File: config.mk
export PLATFORM = sky130hd
export DESIGN_NAME = mem_access
export DESIGN_NICKNAME = d
export VERILOG_FILES = /design/src/rtl/mem_access_pkg.sv /design/src/rtl/mem_access_wait_cnt.sv /design/src/rtl/mem_access.sv
export SDC_FILE = /design/constraint.sdc
export NUM_CORES = 1
export LEC_CHECK = 0
export ABC_AREA = 1
export CORE_AREA = 2 2 88 90
export CTS_CLUSTER_DIAMETER = 100
export DETAILED_ROUTE_END_ITERATION = 7
export DIE_AREA = 0 0 90 92
export MAX_ROUTING_LAYER = met4
export PLACE_DENSITY = 0.79
export SYNTH_ARGS = -nofsm -noshare
export SYNTH_HDL_FRONTEND = slang
export SYNTH_SLANG_ARGS = --single-unit
File: constraint.sdc
create_clock -name clk -period 1.7 [get_ports clk]
set_input_delay 0.425 -clock clk [delete_from_list [all_inputs] [get_ports clk]]
set_output_delay 0.425 -clock clk [all_outputs]
set_load 0.03 [all_outputs]
File: src/rtl/mem_access_pkg.sv
// Shared widths, state encoding and SRAM level constants for the MEM-stage SRAM responder.
package mem_access_pkg;

    localparam int MEM_DATA_W = 16;
    localparam int MEM_ADDR_W = 16;
    localparam int MEM_REGA_W = 4;

    localparam logic [MEM_DATA_W-1:0] ZeroWord = '0;
    localparam logic [MEM_REGA_W-1:0] RegZero  = '0;

    // SRAM control pins are active low
    localparam logic SRAM_ON  = 1'b0;
    localparam logic SRAM_OFF = 1'b1;

    typedef enum logic [1:0] {
        IDLE  = 2'd0,
        READ  = 2'd1,
        WRITE = 2'd2,
        DONE  = 2'd3
    } state_t;

    // Counter width able to hold 0..n-1, never narrower than one bit
    function automatic int cnt_width(input int n);
        return (n <= 2) ? 1 : $clog2(n);
    endfunction

endpackage

File: src/rtl/mem_access_wait_cnt.sv
// Loadable wait-cycle counter; tc flags that the count has reached the programmed last value.
module mem_wait_cnt #(
    parameter int CNT_W = 1
) (
    input  logic             clk,
    input  logic             rst,
    input  logic             load,
    input  logic             en,
    input  logic [CNT_W-1:0] last,
    output logic             tc
);

    logic [CNT_W-1:0] cnt;

    always_ff @(posedge clk or negedge rst) begin
        if (!rst)
            cnt <= '0;
        else if (load)
            cnt <= '0;
        else if (en && !tc)
            cnt <= cnt + 1'b1;
    end

    assign tc = (cnt == last);

endmodule

File: src/rtl/mem_access.sv
// MEM-stage responder: runs loads/stores on an async SRAM and stalls the pipeline until done.
// Optional MEM_ERR_CHECK_EN adds a sticky err_o for conflicting or out-of-range requests.
module mem_access
    import mem_access_pkg::*;
#(
    parameter int DATA_W     = MEM_DATA_W,
    parameter int ADDR_W     = MEM_ADDR_W,
    parameter int REGA_W     = MEM_REGA_W,
    parameter int RAM_ADDR_W = 18,
    parameter int RD_WAIT    = 2,
    parameter int WR_WAIT    = 2
) (
    input  logic                  clk,
    input  logic                  rst,
    input  logic [ADDR_W-1:0]     memAddr_i,
    input  logic                  rMem_i,
    input  logic                  wMem_i,
    input  logic [DATA_W-1:0]     wData_i,
    input  logic                  wReg_i,
    input  logic [REGA_W-1:0]     wRegAddr_i,
    output logic [DATA_W-1:0]     wData_o,
    output logic                  wReg_o,
    output logic [REGA_W-1:0]     wRegAddr_o,
    output logic                  stallreq_o,
    output logic [RAM_ADDR_W-1:0] ram_addr_o,
    output logic [DATA_W-1:0]     ram_data_o,
    input  logic [DATA_W-1:0]     ram_data_i,
    output logic                  ram_data_oe,
    output logic                  ram_ce_n,
    output logic                  ram_oe_n,
    output logic                  ram_we_n
`ifdef MEM_ERR_CHECK_EN
    ,
    output logic                  err_o
`endif
);

    localparam int CNT_W = cnt_width((RD_WAIT > WR_WAIT) ? RD_WAIT : WR_WAIT);

    state_t            state, state_nxt;
    logic [ADDR_W-1:0] addr_q;
    logic [DATA_W-1:0] wdata_q, rdata_q;
    logic              wr_q;
    logic              cnt_load, cnt_en, cnt_tc;
    logic [CNT_W-1:0]  cnt_last;

    mem_wait_cnt #(.CNT_W(CNT_W)) u_wait_cnt (
        .clk  (clk),
        .rst  (rst),
        .load (cnt_load),
        .en   (cnt_en),
        .last (cnt_last),
        .tc   (cnt_tc)
    );

    // Store wins when both requests are raised together
    always_comb begin
        state_nxt = state;
        cnt_load  = 1'b0;
        cnt_en    = 1'b0;
        cnt_last  = CNT_W'(RD_WAIT - 1);
        case (state)
            IDLE: begin
                if (wMem_i) begin
                    state_nxt = WRITE;
                    cnt_load  = 1'b1;
                end else if (rMem_i) begin
                    state_nxt = READ;
                    cnt_load  = 1'b1;
                end
            end
            READ: begin
                cnt_en = 1'b1;
                if (cnt_tc) state_nxt = DONE;
            end
            WRITE: begin
                cnt_last = CNT_W'(WR_WAIT - 1);
                cnt_en   = 1'b1;
                if (cnt_tc) state_nxt = DONE;
            end
            DONE:    state_nxt = IDLE;
            default: state_nxt = IDLE;
        endcase
    end

    always_ff @(posedge clk or negedge rst) begin
        if (!rst) begin
            state   <= IDLE;
            addr_q  <= '0;
            wdata_q <= '0;
            rdata_q <= DATA_W'(ZeroWord);
            wr_q    <= 1'b0;
        end else begin
            state <= state_nxt;
            if (state == IDLE && state_nxt != IDLE) begin
                addr_q  <= memAddr_i;
                wdata_q <= wData_i;
                wr_q    <= wMem_i;
            end
            if (state == READ && cnt_tc)
                rdata_q <= ram_data_i;
        end
    end

    // DONE after a write keeps ce_n and the data drivers on so the SRAM sees data held past we_n rising
    logic done_wr;
    assign done_wr     = (state == DONE) && wr_q;
    assign ram_ce_n    = (state == READ || state == WRITE || done_wr) ? SRAM_ON : SRAM_OFF;
    assign ram_oe_n    = (state == READ)  ? SRAM_ON : SRAM_OFF;
    assign ram_we_n    = (state == WRITE) ? SRAM_ON : SRAM_OFF;
    assign ram_data_oe = (state == WRITE) || done_wr;
    assign ram_addr_o  = RAM_ADDR_W'(addr_q);
    assign ram_data_o  = wdata_q;

    assign stallreq_o = ((state == IDLE) && (rMem_i || wMem_i)) || state == READ || state == WRITE;
    assign wData_o    = ((state == DONE) && !wr_q) ? rdata_q : wData_i;
    assign wReg_o     = wReg_i;
    assign wRegAddr_o = wRegAddr_i;

`ifdef MEM_ERR_CHECK_EN
    logic addr_oor, err_q;

    generate
        if (RAM_ADDR_W < ADDR_W) begin : g_oor
            assign addr_oor = |memAddr_i[ADDR_W-1:RAM_ADDR_W];
        end else begin : g_no_oor
            assign addr_oor = 1'b0;
        end
    endgenerate

    always_ff @(posedge clk or negedge rst) begin
        if (!rst)
            err_q <= 1'b0;
        else if (state == IDLE && ((rMem_i && wMem_i) || addr_oor))
            err_q <= 1'b1;
    end

    assign err_o = err_q;
`endif

endmodule

# [After elaboration in Yosys (flattened, before gate mapping)]
# Cells that the tools add are included.
[totals] register_bits=52
[op_classes] n_addsub=1 reduce_logical=18 mux=14 eq_ne=3
[op_table] operator="2-to-1 mux 16 bit" n=1
[op_table] operator="2-to-1 mux 1 bit" n=9
[op_table] operator="logical AND 1 bit" n=6
[op_table] operator="logical OR 1 bit" n=6
[op_table] operator="2-to-1 mux 2 bit" n=3
[op_table] operator="one-hot mux 2 bit (3 select lines)" n=1
[op_table] operator="equality test 2 bit (second input constant)" n=2
[op_table] operator="nonzero test 2 bit" n=2
[op_table] operator="equality test 2 x 1 -> 1 bit (second input constant)" n=1
[op_table] operator="zero test 1 bit" n=2
[op_table] operator="zero test 2 bit" n=1
[op_table] operator="OR reduction 2 bit" n=1
[op_table] operator="adder 1 bit (second input constant)" n=1

# [Depth between registers and ports, before layout]
# Gate-level depths: netlist of run 1.
[logic_depth] depth_word=6 ltp_mapped=11 depth_no_buf=9

# [Hierarchy]
# From an unflattened synthesis of run 1, not the netlist that was laid out.
[unflattened] hier_cells=248 hier_area_um2=2498.6
[by_module_without_submodules] module="mem_access" seq_area_each_um2=1276.2 area_per_inst_um2=2439.8 cells_each=240 instances=1
[by_module_without_submodules] module="mem_wait_cnt" seq_area_each_um2=25.0 area_per_inst_um2=58.8 cells_each=8 instances=1

# [Least setup slack after synthesis of run 1]
# OpenSTA, ideal clock, no wires.
[synth_path] kind="reg-to-output" startpoint="reg state[1]" endpoint="out wData_o[14]" path_stages_with_launch=5 arrival_ns=1.573 slack_ns=-0.298 path_cell_list="dfrtp_1 -> ha_1 -> nand2_2 -> buf_2 -> o21ai_0"
[synth_via] elab_chain_len=3
[synth_rtl] item="start, declared" line_no="mem_access.sv:40" text="state_t state, state_nxt;"
[synth_rtl] item="start signal, assigned" line_no="mem_access.sv:94" text="state <= state_nxt;"
[synth_rtl] item="equality test 2 bit" line_no="mem_access.sv:116" text="assign wData_o = ((state == DONE) && !wr_q) ? rdata_q : wData_i;"
[synth_rtl] item="logical AND 1 bit" line_no="mem_access.sv:116"
[synth_rtl] item="2-to-1 mux 16 bit" line_no="mem_access.sv:116"
[synth_rtl] item="end, declared" line_no="mem_access.sv:21" text="output logic [DATA_W-1:0] wData_o,"
# No other way between the ends.

# [Final worst setup path of run 1]
[layout_path] startpoint="reg state[1]" endpoint="out wData_o[13]"
# Same word-level chain as after synthesis.

==> impl_metrics.json, run 1 <==
{
  "outcome": "complete, but fails checks",
  "violations": "setup timing",
  "grt_use_total_pct": 18.4,
  "seq_area_frac_synth_pct": 52.0,
  "drt_wl_total_mm": 7.24,
  "slowest_delay_ns": 0.41,
  "clk_pin_slew_ns": 0.10,
  "crit_arrival_ns": 1.60,
  "period_needed_ns": 2.02,
  "post_drt_wl_per_cell_um": 15.0,
  "htreeDepth": 2,
  "insertion_delay_ns": 0.30,
  "clock_path_buffers": 2,
  "dp_hpwl_mm": 4.76,
  "io_pins": 117,
  "r2r-start": "state[0]",
  "drt_iter0_markers": 75,
  "start_util_pct": 33.6,
  "fp.dieH_um": 92,
  "numCtsBuffers": 5,
  "fin_skew_ns": 0.0124,
  "vdd_ir_drop_max_mv": 1.14,
  "power_density_mw_per_mm2": 2190,
  "syn_area_per_cell_um2": 10.3,
  "final_cells": 484,
  "cts_tree": "done",
  "setup_viol": 54,
  "chipWidth_um": 90,
  "netlist_area_mm2": 0.00250,
  "synthCells": 244,
  "via_count": 2253,
  "async_flop_share_pct": 100,
  "synth_flop_cell": "dfrtp_1",
  "drive_above_1_share_pct": 39.5,
  "diodes": 0,
  "cts_hold_buffers": 0,
  "grt_pass1_wl_mm": 11.9,
  "slowest_stage": "dfrtp_1",
  "clock_sinks": 52,
  "yosys.cell_count.top_type": "nand2_1",
  "crit_buf_inv": 2,
  "regArea_mm2": 0.00130,
  "crit_fanout": 7,
  "core_mm2": 0.00745,
  "final_core_util_pct": 58.5,
  "p_leak_nw": 2.19,
  "endpoint_kind": "primary output",
  "critPathKind": "register to primary output",
  "drv_cap": 0,
  "path_delay_family": "flip-flops",
  "synth-edff-count": 0,
  "synth_top_area_share_pct": 52.0,
  "synthTopCellsByArea": "dfrtp_1 52%, mux2_2 14%, nand2_1 10%",
  "worstPathRequired_ns": 1.27,
  "grt_pass1_vias": 2354,
  "ys.warnings.count": 0,
  "synth_cell_types": 21,
  "grt_overflow": 0,
  "firstDrtPassIters": 4,
  "synth_commonest_cells": "67 x nand2_1, 52 x dfrtp_1, 33 x nand3_1, 30 x mux2_2, 12 x nand2_2",
  "ys_ff_latch": 52,
  "worst_slack_ns": -0.324,
  "fin_nets": 443,
  "rows": 32,
  "r2r-end": "ram_data_o[13]",
  "period_share_pct": 119,
  "crit_chain": "ha_2 > nand2_4 > buf_12 > mux2_4 > buf_6",
  "r2r_cells": 13,
  "r2r_setup_slack_ns": -0.20,
  "max_freq_mhz": 494,
  "synth_top_cell_by_area": "dfrtp_1",
  "layout.filler_cells": 645,
  "finalHoldViolCount": 0,
  "dp.cells": 463,
  "rsz0062_at_grt": "true",
  "cp-start-kind": "register",
  "antenna_found_initial": 0,
  "power_mw": 9.53,
  "synthToLayoutAreaGrowth_pct": 74.0,
  "place_congestion": 0.928,
  "holdWs_ns": 0.103,
  "ant_nets": 0,
  "drc": 0,
  "pre_cts_slack_ns": -0.497,
  "hold_path_class": "primary input to asynchronous set/reset pin",
  "grt_start_max_net_pins": 53,
  "viasPerCell": 4.65,
  "multiInputGateArea_mm2": 0.00121,
  "drv_slew": 0,
  "cts-root-buf": "clkbuf_8",
  "dieArea_mm2": 0.00828,
  "io_buffers": 104
}
==> state kept, by name, summed over array words and instances (netlist names) <==
register and cells:
rdata_q 16, u_wait_cnt.cnt 1, addr_q 16, state 2, ram_data_o 16, wr_q 1
==> final cells by class <==
type                    instances  area share, %
repair buffers                149           36.2
flip-flops and latches         52           29.9
multi-input cells             163           27.8
well taps                     102           2.93
clock buffers                   5           1.58
inverters                      11           1.29
clock inverters                 2          0.287
==> per-layer routing <==
| layer | track usage [%] | up-vias | wire length [um] |
|---|---|---|---|
| li1 | - | 1058 | - |
| met1 | 21.6 | 1117 | 2930 |
| met2 | 32.8 | 74 | 3940 |
| met3 | 3.94 | 4 | 317 |
| met4 | 3.97 | 0 | 46 |
| met5 | - | - | 0 |
==> how the worst max path moves through the flow <==
stage	depth (start not counted)	to	startpoint	slack [ns]
final	5	wData_o[13]	state[1]	-0.32
after global routing	5	wData_o[13]	state[0]	-0.37
after global placement	3	wData_o[13]	wData_i[13]	-0.48
after floorplan	4	wData_o[10]	state[0]	0.03
after CTS	5	wData_o[9]	state[1]	-0.33
after detailed placement	5	wData_o[9]	state[0]	-0.50
==> stage by stage <==
stage               TNS (ns)  area (um2)
detailed placement    -12.04        3880
CTS                   -11.26        4330
floorplan                  0        2550
global route          -16.06        4350
finish                -11.69        4350
global placement      -10.13        3880
==> cells by family after synthesis <==
family	count (synthesis)	share of synthesized area, %
other cells	1	0.150
compound gates	6	1.75
mux	30	13.5
simple gates	121	23.3
buf+inv	30	7.25
flops	52	52.0
fa+ha+maj	4	2.00
==> report_power, final <==
group / leakage, nW / switching, mW / internal, mW / total (mW)
Combinational: 1.51 / 3.49 / 3.16 / 6.64
Sequential: 0.631 / 0.333 / 1.87 / 2.21
Clock: 0.0400 / 0.401 / 0.280 / 0.680
==> timing repair <==
action,in CTS,in global routing
pin swaps,9,5
gates resized for setup,190,4
gates cloned,3,0
setup endpoints to repair,86,61
buffers inserted,10,3
==> cell usage in the layout, fill, tap and decap left out, types with 2 or more instances in the layout <==
cell type,Yosys,layout
nand2_2,12,11
buf_16,0,2
buf_4,7,26
nor2_1,2,2
a21oi_1,4,2
mux2_4,0,15
dfrtp_1,52,52
clkbuf_8,0,5
buf_6,4,26
buf_12,0,10
dlygate4sd2_1,0,32
nand3_2,0,14
nand2_1,67,66
inv_1,10,6
ha_2,0,2
ha_4,0,2
mux2_2,30,15
conb_1,1,2
nand3_1,33,19
clkdlybuf4s50_1,0,50
inv_4,0,4
nand2_4,4,6
(Power assumes the default switching activity.)
==> inputs of run 2 (changes only) <==
--- a/config.mk
+++ b/config.mk
@@ -12,6 +12,7 @@
 export DIE_AREA = 0 0 90 92
 export MAX_ROUTING_LAYER = met4
 export PLACE_DENSITY = 0.79
+export REMOVE_ABC_BUFFERS = 1
 export SYNTH_ARGS = -nofsm -noshare
 export SYNTH_HDL_FRONTEND = slang
 export SYNTH_SLANG_ARGS = --single-unit
==> impl_metrics.json, run 2 (synthesis gave the netlist of run 1 again) <==
{
  "vdd_ir_drop_max_mv": 1.01,
  "fin_skew_ns": 0.00313,
  "power_density_mw_per_mm2": 2270,
  "firstDrtPassIters": 4,
  "max_freq_mhz": 489,
  "crit_chain": "ha_4 > nand2_4 > buf_12 > mux2_4 > buf_6",
  "dieArea_mm2": 0.00828,
  "holdWs_ns": 0.105,
  "numCtsBuffers": 5,
  "grt_start_max_net_pins": 53,
  "r2r-end": "addr_q[15]",
  "rows": 32,
  "crit_arrival_ns": 1.62,
  "viasPerCell": 4.69,
  "mostFrequentLayoutCell": "dfrtp_1",
  "place_congestion": 0.693,
  "r2r-start": "state[1]",
  "worst_slack_ns": -0.344,
  "violations": "setup timing",
  "htreeDepth": 2,
  "clk_pin_slew_ns": 0.09,
  "outcome": "complete, but fails checks",
  "via_count": 2374,
  "chipWidth_um": 90,
  "dp.cells": 469,
  "grt_pass1_wl_mm": 12.2,
  "cp-start-kind": "register",
  "period_share_pct": 120,
  "drt_iter0_markers": 79,
  "post_drt_wl_per_cell_um": 17.1,
  "fin_nets": 464,
  "antenna_found_initial": 0,
  "grt_pass1_vias": 2419,
  "io_buffers": 104,
  "grt_overflow": 0,
  "r2r_setup_slack_ns": -0.30,
  "ant_nets": 0,
  "period_needed_ns": 2.04,
  "critPathKind": "register to primary output",
  "crit_fanout": 8,
  "drv_slew": 0,
  "fp.dieH_um": 92,
  "core_mm2": 0.00745,
  "slowest_stage": "dfrtp_1",
  "endpoint_kind": "primary output",
  "clock_path_buffers": 2,
  "p_leak_nw": 2.43,
  "drc": 0,
  "final_cells": 506,
  "finalHoldViolCount": 0,
  "drt_wl_total_mm": 8.64,
  "cts_tree": "done",
  "clock_sinks": 52,
  "setup_viol": 54,
  "insertion_delay_ns": 0.30,
  "diodes": 0,
  "cts-root-buf": "clkbuf_8",
  "r2r_cells": 13,
  "layout_common_cells": "52 x dfrtp_1, 50 x clkdlybuf4s50_1, 46 x nand2_1",
  "drive_above_1_share_pct": 52.0,
  "slowest_delay_ns": 0.42,
  "io_pins": 117,
  "start_util_pct": 33.6,
  "drv_cap": 0,
  "grt_use_total_pct": 19.5,
  "dp_hpwl_mm": 4.69,
  "hold_path_class": "primary input to asynchronous set/reset pin",
  "rsz0062_at_grt": "true",
  "worstPathRequired_ns": 1.27,
  "synthToLayoutAreaGrowth_pct": 94.7
}
run 2: cell types whose count changed in the layout (fill, tap and decap cells not counted), moves of 3 or more:
cell and delta:
mux2_4 +10, buf_4 +9, nand3_1 -16, nand3_2 +13
nand2_1 -20, clkbuf_16 +4, nand3_4 +3, buf_6 +9
nand2_4 +5, mux2_2 -10, nand2_2 +14
run 2: worst max-delay path by stage:
stage | from | endpoint | slack (ns) | cells after the start
5_1_grt | state[1] | wData_o[12] | -0.39 | 5
3_3_place_gp | state[0] | wData_o[1] | -0.49 | 5
4_1_cts | state[1] | wData_o[1] | -0.36 | 5
6_report | state[1] | wData_o[1] | -0.34 | 5
3_5_place_dp | state[0] | wData_o[1] | -0.54 | 5
2_1_floorplan | state[0] | addr_q[0] | -0.67 | 8
run 2: through the flow:
step | total power [mW] | TNS (ns) | setup slack (ns) | util, % | cell area, um2
2_1_floorplan | 5.13 | -23.12 | -0.673 | - | 2370
3_3_place_gp | 7.40 | -10.61 | -0.490 | 52.0 | 3870
3_5_place_dp | 7.57 | -12.53 | -0.540 | 52.0 | 3870
4_1_cts | 9.84 | -15.25 | -0.359 | 59.4 | 4430
5_1_grt | 11.6 | -17.41 | -0.395 | 65.4 | 4870
6_report | 11.0 | -13.90 | -0.344 | 65.4 | 4870
run 2: cell type report:
type / instances / area, um2
fillers: 583 / 2580
repair buffers: 170 / 1830
multi-input cells: 163 / 1460
flip-flops and latches: 52 / 1300
well taps: 102 / 128
clock buffers: 6 / 82.6
inverters: 11 / 53.8
clock inverters: 2 / 10.0
run 2: power breakdown:
part	total, mW	switching (mW)	internal, mW
combinational	8.03	4.09	3.93
clock	0.728	0.402	0.326
sequential	2.28	0.407	1.88
total	11.0	4.90	6.13
run 2: layer usage:
layer	track usage, %	wire (um)	vias to the layer above
li1	-	-	1105
met1	22.1	3480	1159
met2	35.2	4560	101
met3	4.85	510	9
met4	4.36	85	0
met5	-	0	-
run 2: worst max-delay path: cells and delay by family (launching register included):
family,cells,cell delay [ns]
and+or+nand+nor,1,0.10
adders and majority gates,1,0.19
muxes,1,0.31
buffers and inverters,2,0.30
DFF,1,0.42
run 2: what timing repair did:
| item | CTS | global route |
|---|---|---|
| hold buffers | 0 | 0 |
| setup endpoints to repair | 86 | 70 |
| resized for setup | 190 | 86 |
| cloned | 6 | 4 |
| buffers inserted | 18 | 8 |
| pin swaps | 8 | 38 |
==> inputs of run 3 (changes only) <==
--- a/config.mk
+++ b/config.mk
@@ -6,6 +6,7 @@
 export NUM_CORES = 1
 export LEC_CHECK = 0
 export ABC_AREA = 1
+export CAP_MARGIN = 10
 export CORE_AREA = 2 2 88 90
 export CTS_CLUSTER_DIAMETER = 100
 export DETAILED_ROUTE_END_ITERATION = 7
==> results of run 3 <==
Same layout as run 2: the final DEF is identical, and so are final timing and power.
